===== config.mk =====
export PLATFORM = sky130hd
export DESIGN_NAME = vga_plot_arbiter
export DESIGN_NICKNAME = d
export VERILOG_FILES = /design/src/rtl/vga_pkg.sv /design/src/rtl/vga_plot_arbiter_rr_pick.sv /design/src/rtl/vga_plot_arbiter.sv
export SDC_FILE = /design/constraint.sdc
export NUM_CORES = 1
export LEC_CHECK = 0
export BUFFER_PORTS_ARGS = -buffer_cell sky130_fd_sc_hd__buf_2
export CAP_MARGIN = 5
export CORE_MARGIN = 1
export CORE_UTILIZATION = 46
export DETAILED_ROUTE_END_ITERATION = 8
export GPL_ROUTABILITY_DRIVEN = 0
export PLACE_DENSITY = 0.77
export SYNTH_ARGS = -nofsm -noshare
export SYNTH_HDL_FRONTEND = slang
export SYNTH_HIERARCHICAL = 1
export SYNTH_SLANG_ARGS = --single-unit
export TNS_END_PERCENT = 10

===== constraint.sdc =====
create_clock -name clk -period 5 [get_ports clk]
set_clock_uncertainty 0.2 [all_clocks]
set_input_delay 0.5 -clock clk [delete_from_list [all_inputs] [get_ports clk]]
set_output_delay 0.5 -clock clk [all_outputs]
set_load 0.01 [all_outputs]

===== src/rtl/vga_pkg.sv =====
`default_nettype none
// ============================================================================
// Module   : vga_pkg
// Brief    : Screen geometry and pixel record shared by the VGA drawing blocks.
// Revision : 1.0
// ============================================================================
package vga_pkg;

    localparam int SCREEN_X_MAX = 159;
    localparam int SCREEN_Y_MAX = 119;
    localparam int X_W          = 8;
    localparam int Y_W          = 7;
    localparam int COLOUR_W     = 3;

    typedef struct packed {
        logic [X_W-1:0]      x;
        logic [Y_W-1:0]      y;
        logic [COLOUR_W-1:0] colour;
    } pixel_t;

endpackage
`default_nettype wire


===== src/rtl/vga_plot_arbiter_rr_pick.sv =====
`default_nettype none
// ============================================================================
// Module   : rr_pick
// Brief    : Combinational round-robin picker: first eligible request at or
//            after i_start (modulo NUM_REQ), masked by i_exclude.
// Revision : 1.0
// ============================================================================
module rr_pick #(
    parameter int NUM_REQ = 3,
    parameter int IDX_W   = 2
) (
    input  logic [NUM_REQ-1:0] i_req,
    input  logic [IDX_W-1:0]   i_start,
    input  logic [NUM_REQ-1:0] i_exclude,
    output logic [NUM_REQ-1:0] o_onehot,
    output logic [IDX_W-1:0]   o_idx,
    output logic               o_found
);

    logic [NUM_REQ-1:0] w_elig;
    logic [IDX_W:0]     w_cand;

    // Scan from the farthest offset down so the nearest eligible one wins.
    always_comb begin
        w_elig   = i_req & ~i_exclude;
        w_cand   = '0;
        o_onehot = '0;
        o_idx    = '0;
        o_found  = 1'b0;
        for (int k = NUM_REQ - 1; k >= 0; k--) begin
            w_cand = {1'b0, i_start} + (IDX_W + 1)'(k);
            if (w_cand >= (IDX_W + 1)'(NUM_REQ)) begin
                w_cand = w_cand - (IDX_W + 1)'(NUM_REQ);
            end
            if (w_elig[w_cand[IDX_W-1:0]]) begin
                o_found  = 1'b1;
                o_idx    = w_cand[IDX_W-1:0];
                o_onehot = '0;
                o_onehot[w_cand[IDX_W-1:0]] = 1'b1;
            end
        end
    end

endmodule
`default_nettype wire


===== src/rtl/vga_plot_arbiter.sv =====
`default_nettype none
// ============================================================================
// Module   : vga_plot_arbiter
// Brief    : Round-robin arbiter with bounded burst locking that shares the
//            vga_adapter pixel-write port between the drawing datapaths.
// Revision : 1.0
// ============================================================================
module vga_plot_arbiter
    import vga_pkg::*;
#(
    parameter int NUM_REQ   = 3,
    parameter int MAX_BURST = 16,
    parameter int X_MAX     = SCREEN_X_MAX,
    parameter int Y_MAX     = SCREEN_Y_MAX
) (
    input  logic                          clk,
    input  logic                          reset,
    input  logic [NUM_REQ-1:0]            req,
    input  logic [NUM_REQ-1:0]            lock,
    input  logic [NUM_REQ*X_W-1:0]        x_in,
    input  logic [NUM_REQ*Y_W-1:0]        y_in,
    input  logic [NUM_REQ*COLOUR_W-1:0]   colour_in,
    output logic [NUM_REQ-1:0]            gnt,
    output logic [X_W-1:0]                x_out,
    output logic [Y_W-1:0]                y_out,
    output logic [COLOUR_W-1:0]           colour_out,
    output logic                          plot,
    output logic [15:0]                   clip_cnt
);

    localparam int         IDX_W    = $clog2(NUM_REQ);
    localparam logic [0:0] c_IDLE   = 1'b0;
    localparam logic [0:0] c_LOCKED = 1'b1;

    logic [0:0]         r_state;
    logic [IDX_W-1:0]   r_owner;
    logic [IDX_W-1:0]   r_last;
    logic [7:0]         r_burst_cnt;
    pixel_t             r_pix;
    logic               r_plot;
    logic [15:0]        r_clip_cnt;

    logic [IDX_W-1:0]   w_owner_next;
    logic [IDX_W-1:0]   w_last_next;
    logic               w_owner_live;
    logic               w_hold;
    logic               w_forced;
    logic [IDX_W-1:0]   w_start;
    logic [NUM_REQ-1:0] w_excl;
    logic [NUM_REQ-1:0] w_pick_gnt;
    logic [IDX_W-1:0]   w_pick_idx;
    logic               w_pick_found;
    logic [NUM_REQ-1:0] w_gnt;
    logic [IDX_W-1:0]   w_idx;
    logic               w_accept;
    pixel_t             w_pix;
    logic               w_in_range;

    assign w_owner_next = (r_owner == IDX_W'(NUM_REQ - 1)) ? '0 : r_owner + 1'b1;
    assign w_last_next  = (r_last  == IDX_W'(NUM_REQ - 1)) ? '0 : r_last  + 1'b1;
    assign w_owner_live = (r_state == c_LOCKED) && req[r_owner] && lock[r_owner];
    assign w_hold       = w_owner_live && (r_burst_cnt < 8'(MAX_BURST));
    assign w_forced     = w_owner_live && !w_hold;
    assign w_start      = (r_state == c_LOCKED) ? w_owner_next : w_last_next;

    always_comb begin
        w_excl          = '0;
        w_excl[r_owner] = w_forced;
    end

    rr_pick #(
        .NUM_REQ (NUM_REQ),
        .IDX_W   (IDX_W)
    ) u_rr_pick (
        .i_req     (req),
        .i_start   (w_start),
        .i_exclude (w_excl),
        .o_onehot  (w_pick_gnt),
        .o_idx     (w_pick_idx),
        .o_found   (w_pick_found)
    );

    // A forced hand-over with no competitor falls back to the owner.
    always_comb begin
        w_gnt = '0;
        w_idx = '0;
        if (reset) begin
            w_gnt = '0;
        end else if (w_hold) begin
            w_gnt[r_owner] = 1'b1;
            w_idx          = r_owner;
        end else if (w_pick_found) begin
            w_gnt = w_pick_gnt;
            w_idx = w_pick_idx;
        end else if (w_forced) begin
            w_gnt[r_owner] = 1'b1;
            w_idx          = r_owner;
        end
    end

    assign w_accept     = |w_gnt;
    assign w_pix.x      = x_in[int'(w_idx)*X_W +: X_W];
    assign w_pix.y      = y_in[int'(w_idx)*Y_W +: Y_W];
    assign w_pix.colour = colour_in[int'(w_idx)*COLOUR_W +: COLOUR_W];
    assign w_in_range   = (w_pix.x <= X_W'(X_MAX)) && (w_pix.y <= Y_W'(Y_MAX));

    always_ff @(posedge clk) begin
        if (reset) begin
            r_state     <= c_IDLE;
            r_owner     <= '0;
            r_last      <= IDX_W'(NUM_REQ - 1);
            r_burst_cnt <= '0;
            r_pix       <= '0;
            r_plot      <= 1'b0;
            r_clip_cnt  <= '0;
        end else begin
            r_plot <= w_accept && w_in_range;
            if (w_accept) begin
                r_pix  <= w_pix;
                r_last <= w_idx;
                if (!w_in_range && (r_clip_cnt != 16'hFFFF)) begin
                    r_clip_cnt <= r_clip_cnt + 16'd1;
                end
            end
            if (w_hold) begin
                r_burst_cnt <= r_burst_cnt + 8'd1;
            end else if (w_accept && lock[w_idx]) begin
                r_state     <= c_LOCKED;
                r_owner     <= w_idx;
                r_burst_cnt <= 8'd1;
            end else begin
                r_state     <= c_IDLE;
                r_burst_cnt <= '0;
            end
        end
    end

    assign gnt        = w_gnt;
    assign x_out      = r_pix.x;
    assign y_out      = r_pix.y;
    assign colour_out = r_pix.colour;
    assign plot       = r_plot;
    assign clip_cnt   = r_clip_cnt;

endmodule
`default_nettype wire


==> results.ini, run 1 <==
[run_status]
outcome = complete, no violations

[floorplan]
start_util_pct = 48.3
die_y_microns = 81.3
ios = 100
rows = 28
die_w_microns = 81.3
core_sq_um = 5990
die-area_sq_um = 6610

[setup_path]
slowest_stage = a211oi_1
critPathCaptureType = flip-flop
cp_max_fo = 29
critPathMaxStageDelay_ns = 0.57
start_kind = flip-flop
worstPathRequired_ns = 5.03
path_class = reg -> reg
worstPathCellList = mux2i_2, o21ai_4, nand3_1, nor4_1, nand2b_1, maj3_1, nor2_1, a211oi_1, o2bb2ai_2, and4_1, a211oi_1, nor4_2, o21ai_1, buf_12, or4_1, a21oi_1
cpMostUsedCell = a211oi_1
worstPathArrival_ns = 4.85

[yosys]
synthMuxAreaShare_pct = 2.51
synthAdderAreaFrac_pct = 3.29
synth_top_area_cell = dfxtp_1
synth-xor-area-share_pct = 1.21
synth-compound-area-share_pct = 28.0
synth_area_sq_um = 2890
synthSimpleGateAreaFrac_pct = 26.2
syn_inst = 335
post_synth_num_cell_types = 66
synth_most_common_cell = dfxtp_1
synthArstFlopShare_pct = 0
synth_edf_count = 0
ys_ff_latch = 48
syn_avg_cell_area_sq_um = 8.64
synthTopCellsByCount = dfxtp_1 (48), nor2_1 (40), a211oi_1 (26), clkbuf_1 (16), nand2_1 (16)
synth_warnings = 6
synth-seq-area-share_pct = 33.2
synth_top_area_share_pct = 33.2
ys.flop_type = dfxtp_1
synth.area.top_cells = dfxtp_1 (33%), a211oi_1 (6.7%), nor2_1 (5.2%), a222oi_1 (4.2%), and4_1 (3.9%)
synth_top_family_by_area = compound AO/OA/AOI/OAI gates

[detailed_routing]
via_count = 3032
postRouteAntennaNets = 0
drtPass1Iterations = 5
vias_per_cell = 5.95
routed_wl_mm = 7.77
avgRoutedWirePerCell_microns = 15.2
drcViolationCount = 0
drt-initial-drc-count = 213

[timing]
fmax_ghz = 0.207
hold_viol = 0
setup_viol = 0
fin_crit_ns = 4.82
whs_ns = 0.299
fin_crit_sh_pct = 96.4
fin_setup_tns_ns = 0
worst_pin_slew_ns = 0.759
relSlewSlack_pct = 49.4
final_max_slew_viol_count = 0

[clock_tree]
clock_latency_ns = 0.30
cts-root-buf = clkbuf_8
cts_tree = done
path_clk_slew_ns = 0.09
htree_levels = 2
cts_buffer_depth = 2
cts_sinks = 48
cts_inserted_buffers = 5

[global_routing]
grt_overflow_total = 0
use_met3_pct = 5.17
grt_pass1_vias = 2698
gr-usage-met2_pct = 42.4
grt_max_degree = 41
antenna_found_initial = 0
top_usage_layer = met2
use_met1_pct = 28.3
grt_pass1_wl_mm = 12.3
grt_usage_pct = 23.6

[placed_design]
hpwlAfterDp_mm = 5.73
io_buffer_count = 99

[power]
swShare_pct = 46.3
seqPwrFrac_pct = 26.6
power_uw = 1990
power_density_nw_per_um2 = 546
max-vdd-ir-drop_uv = 345
leakage_uw = 0.00153
power_frac_clock_pct = 12.5
p_int_uw = 1070
pwr-share-comb_pct = 61.0
switchingPower_uw = 923

[layout]
multiInputGateArea_sq_um = 1820
syn2layout_area_growth_pct = 26.2
layout.nets = 502
regArea_sq_um = 966
drive_gt1_share_pct = 34.0
diodes = 0
nFillCells = 527

[flow_run]
cap_violations = 0

[hold_path]
hold_path.class = reg -> reg

==> critical path: cells and delay by family, from the launching register on <==
| kind | cells | cell delay [ns] |
|---|---|---|
| AOI/OAI and AO/OA | 6 | 1.51 |
| DFF | 1 | 0.39 |
| adders and majority gates | 1 | 0.21 |
| muxes | 1 | 0.18 |
| and+or+nand+nor | 7 | 2.07 |
| buffers and inverters | 1 | 0.19 |
==> layout by cell type, fill, tap and decap left out, types with 3 or more instances in the layout <==
cell / netlist / final
buf_4: 2 / 15
nor4_1: 4 / 3
nand3_1: 10 / 10
nor2_1: 40 / 40
dfxtp_1: 48 / 46
o21ai_0: 7 / 7
nand2_1: 16 / 16
o21a_1: 3 / 3
and3_1: 4 / 4
or3_1: 4 / 4
nor2b_1: 3 / 3
nand4_1: 4 / 4
nor3_1: 8 / 8
xor2_1: 3 / 3
conb_1: 1 / 3
buf_2: 6 / 99
nand2b_1: 6 / 6
mux2i_1: 5 / 3
o31ai_1: 9 / 9
and4_1: 13 / 13
inv_1: 10 / 9
a222oi_1: 12 / 12
or4_1: 6 / 6
a211oi_1: 26 / 26
a21oi_1: 14 / 14
ha_1: 6 / 6
clkbuf_8: 0 / 6
==> flip-flops by register name (all words and copies together) (netlist names) <==
name and flops:
plot 1, r_burst_cnt 8, r_last 2, r_owner 2, r_state 1, clip_cnt 16
y_out 7, colour_out 3, x_out 8
==> power by group through the flow <==
stage	sequential [uW]	combinational, uW	clock (uW)
6_report	530	1220	248
5_1_grt	542	1360	267
4_1_cts	528	1200	253
3_5_place_dp	537	1190	0
3_3_place_gp	534	1160	0
2_1_floorplan	545	850	0
==> final timing paths <==
kind,startpoint,endpoint,slack [ns],cells past startpoint
worst max-delay path,r_owner[1],clip_cnt[13],0.18,16
worst min-delay path,x_out[2],x_out[2],0.30,2
worst max register to register,r_owner[1],clip_cnt[13],0.18,16
worst min register to register,x_out[2],x_out[2],0.30,2
==> routing by layer <==
layer	routed length [microns]	vias to the layer above	part of all wire (%)
met5	0	-	0
met4	103	0	1.3
met3	444	11	5.7
met2	3920	111	50
met1	3310	1422	43
li1	-	1488	-
==> layout make-up <==
class	count	share of cell area, %
well taps	75	2.57
clock buffers	6	2.26
repair buffers	116	17.5
flip-flops and latches	48	26.4
inverters	10	1.03
clock inverters	2	0.377
multi-input cells	253	49.8
==> logic make-up after synthesis <==
| family | after synthesis |
|---|---|
| XOR/XNOR | 4 |
| other | 1 |
| adder cells (fa/ha/maj) | 8 |
| AND/OR/NAND/NOR | 132 |
| AO/OA/AOI/OAI | 99 |
| flip-flops | 48 |
| buffers and inverters | 36 |
| multiplexers | 7 |
==> through the flow <==
step	setup slack (ns)	cell area [sq um]	cells	util (%)
floorplan	0.315	2900	337	-
global placement	0.113	3510	502	58.7
detailed placement	-0.157	3510	502	58.7
CTS	0.0865	3620	510	60.4
global route	-0.000538	3650	510	61.0
finish	0.178	3650	510	61.0
==> repair_timing <==
action | 4_1_cts | 5_1_grt
setup endpoints to repair | 6 | 16
setup buffers | 0 | 0
hold buffers | 0 | 0
pin swaps | 0 | 2
resized for setup | 2 | 9
(Power assumes the default switching activity.)
==> inputs of run 2 (changes only) <==
--- a/config.mk
+++ b/config.mk
@@ -7,11 +7,13 @@
 export LEC_CHECK = 0
 export BUFFER_PORTS_ARGS = -buffer_cell sky130_fd_sc_hd__buf_2
 export CAP_MARGIN = 5
+export CELL_PAD_IN_SITES_DETAIL_PLACEMENT = 1
+export CELL_PAD_IN_SITES_GLOBAL_PLACEMENT = 1
 export CORE_MARGIN = 1
-export CORE_UTILIZATION = 46
+export CORE_UTILIZATION = 33
 export DETAILED_ROUTE_END_ITERATION = 8
 export GPL_ROUTABILITY_DRIVEN = 0
-export PLACE_DENSITY = 0.77
+export PLACE_DENSITY_LB_ADDON = 0.1
 export SYNTH_ARGS = -nofsm -noshare
 export SYNTH_HDL_FRONTEND = slang
 export SYNTH_HIERARCHICAL = 1
==> run 2 against run 1 <==
Against the previous run: power rose by 3.8%; flip-flop and latch count is the same; maximum frequency is 2.7% higher; critical path depth rose by 3.
==> results.ini, run 2 (synthesized netlist as in run 1, its figures left out) <==
[run_status]
outcome = complete, no violations  ; unchanged

[hold_path]
hold_path.class = reg -> reg  ; unchanged

[detailed_routing]
drt-initial-drc-count = 124  ; was 213
drcViolationCount = 0  ; unchanged
vias_per_cell = 5.64  ; was 5.95
postRouteAntennaNets = 0  ; unchanged
drtPass1Iterations = 5  ; unchanged
routed_wl_mm = 9.32  ; was 7.77 mm
avgRoutedWirePerCell_microns = 16.9  ; was 15.2 microns
via_count = 3105  ; was 3,032

[timing]
final_max_slew_viol_count = 0  ; unchanged
fin_crit_ns = 4.70  ; was 4.82 ns
worst_pin_slew_ns = 0.780  ; was 0.759 ns
rsz0062_at_grt = false
fin_setup_tns_ns = 0  ; unchanged
fin_ws_ns = 0.304  ; was 0.178 ns
fin_crit_sh_pct = 93.9  ; was 96.4%
relSlewSlack_pct = 48.0  ; was 49.4%
hold_viol = 0  ; unchanged
whs_ns = 0.298  ; was 0.299 ns
fmax_ghz = 0.213  ; was 0.207 GHz
setup_viol = 0  ; unchanged

[setup_path]
path_buf_inv = 3  ; was 1
critPathCaptureType = flip-flop  ; unchanged
reg2reg_slack_ns = 0.30  ; was 0.18 ns
cpMostUsedCell = o21ai_4  ; was a211oi_1
r2r-start = r_owner[1]  ; unchanged
cp.depth = 19  ; was 16
startpoint = r_owner[1]  ; unchanged
ff2ff_path_depth = 19  ; was 16
slowest_stage = dfxtp_2  ; was a211oi_1
worstPathArrival_ns = 4.70  ; was 4.85 ns
reg2reg_to = clip_cnt[15]  ; was clip_cnt[13]
critical_path.top_delay_family = compound AO/OA/AOI/OAI gates  ; was simple AND/OR/NAND/NOR gates
path_class = reg -> reg  ; unchanged
worstPathCellList = mux2i_2, o21ai_4, nand3_1, nor3_1, nand2b_1, and2_4, maj3_1, a221oi_2, inv_2, o2111ai_4, o2bb2ai_2, o21ai_4, buf_6, nand2_1, a22oi_1, o21ai_1, buf_4, nor4_1, mux2_2  ; was mux2i_2, o21ai_4, nand3_1, nor4_1, nand2b_1, maj3_1, nor2_1, a211oi_1, o2bb2ai_2, and4_1, a211oi_1, nor4_2, o21ai_1, buf_12, or4_1, a21oi_1
crit_path_end = clip_cnt[15]  ; was clip_cnt[13]
critPathMaxStageDelay_ns = 0.42  ; was 0.57 ns
start_kind = flip-flop  ; unchanged
cp_max_fo = 15  ; was 29
worstPathRequired_ns = 5.01  ; was 5.03 ns

[clock_tree]
cts-root-buf = clkbuf_8  ; unchanged
cts_inserted_buffers = 5  ; unchanged
cts_buffer_depth = 2  ; unchanged
clock_latency_ns = 0.31  ; was 0.30 ns
post-cts-setup-buffer-count = 0  ; unchanged
cts-hold-fix-buffers = 0  ; unchanged
cts_sinks = 48  ; unchanged
path_clk_slew_ns = 0.09  ; about the same
cts_tree = done  ; unchanged
htree_levels = 2  ; unchanged

[global_routing]
grt_usage_pct = 21.3  ; was 23.6%
grt_pass1_vias = 3144  ; was 2,698
grt_overflow_total = 0  ; unchanged
antenna_found_initial = 0  ; unchanged
grt_pass1_wl_mm = 15.1  ; was 12.3 mm
grt_max_degree = 41  ; unchanged

[layout]
final_cell_mix = buf_2 (99), dfxtp_1 (46), nor2_1 (40)  ; unchanged
final_common_cell = buf_2  ; unchanged
drive_gt1_share_pct = 35.2  ; was 34.0%
layout.nets = 513  ; was 502
syn2layout_area_growth_pct = 30.1  ; was 26.2%
largest_register_ffs = 16  ; unchanged
diodes = 0  ; unchanged
fin_util_pct = 45.1  ; was 61.0%

[power]
power_density_nw_per_um2 = 550  ; was 546 nW/um^2
leakage_uw = 0.00158  ; was 0.00153 uW
power_uw = 2070  ; was 1990 uW
max-vdd-ir-drop_uv = 326  ; was 345 uV

[floorplan]
core_sq_um = 8340  ; was 5990 sq um
die-area_sq_um = 9150  ; was 6610 sq um
start_util_pct = 34.7  ; was 48.3%
die_w_microns = 95.6  ; was 81.3 microns
die_y_microns = 95.6  ; was 81.3 microns
ios = 100  ; unchanged
rows = 33  ; was 28

[placed_design]
dp_slack_ns = 0.00539  ; was -0.157 ns
hpwlAfterDp_mm = 7.10  ; was 5.73 mm
io_buffer_count = 99  ; unchanged

[flow_run]
cap_violations = 0  ; unchanged

[run 2: final cells by class]
cell class	count	area (sq um)
Timing Repair Buffer	127	709
Fill cell	1042	4580
Inverter	10	37.5
Tap cell	105	131
Sequential cell	48	963
Multi-Input combinational cell	253	1830
Clock inverter	2	13.8
Clock buffer	6	82.6
[run 2: power by group]
part	internal (uW)	switching (uW)
logic	516	768
clock network	113	139
registers	471	63.5
[run 2: what timing repair did]
item	in CTS	in global routing
resized for setup	0	9
hold endpoints to repair	0	0
endpoints found under the setup margin	0	16
[run 2: worst min path at each step]
stage | start | to | slack [ns] | cells after the start
after floorplan | r_burst_cnt[0] | r_burst_cnt[0] | 0.25 | 1
after global placement | clip_cnt[6] | clip_cnt[6] | 0.27 | 2
after detailed placement | clip_cnt[6] | clip_cnt[6] | 0.28 | 2
after CTS | clip_cnt[6] | clip_cnt[6] | 0.30 | 2
after global routing | clip_cnt[6] | clip_cnt[6] | 0.32 | 2
final | clip_cnt[6] | clip_cnt[6] | 0.30 | 2
[run 2: worst min-delay path, cell delays in order (launching register included)]
cell	delay (ns)
dfxtp_1	0.34
o31ai_1	0.07
a21oi_1	0.05
[run 2: per-stage QoR]
stage	instances	area (sq um)
after floorplan	337	2900
after global placement	543	3620
after detailed placement	543	3620
after CTS	551	3720
after global routing	551	3760
final	551	3760
[run 2: routing by layer]
layer | GRT usage (%) | wire length [microns]
met5 | 0 | 0
met4 | 6.59 | 209
met1 | 24.8 | 3940
met2 | 38.5 | 4700
met3 | 4.78 | 474
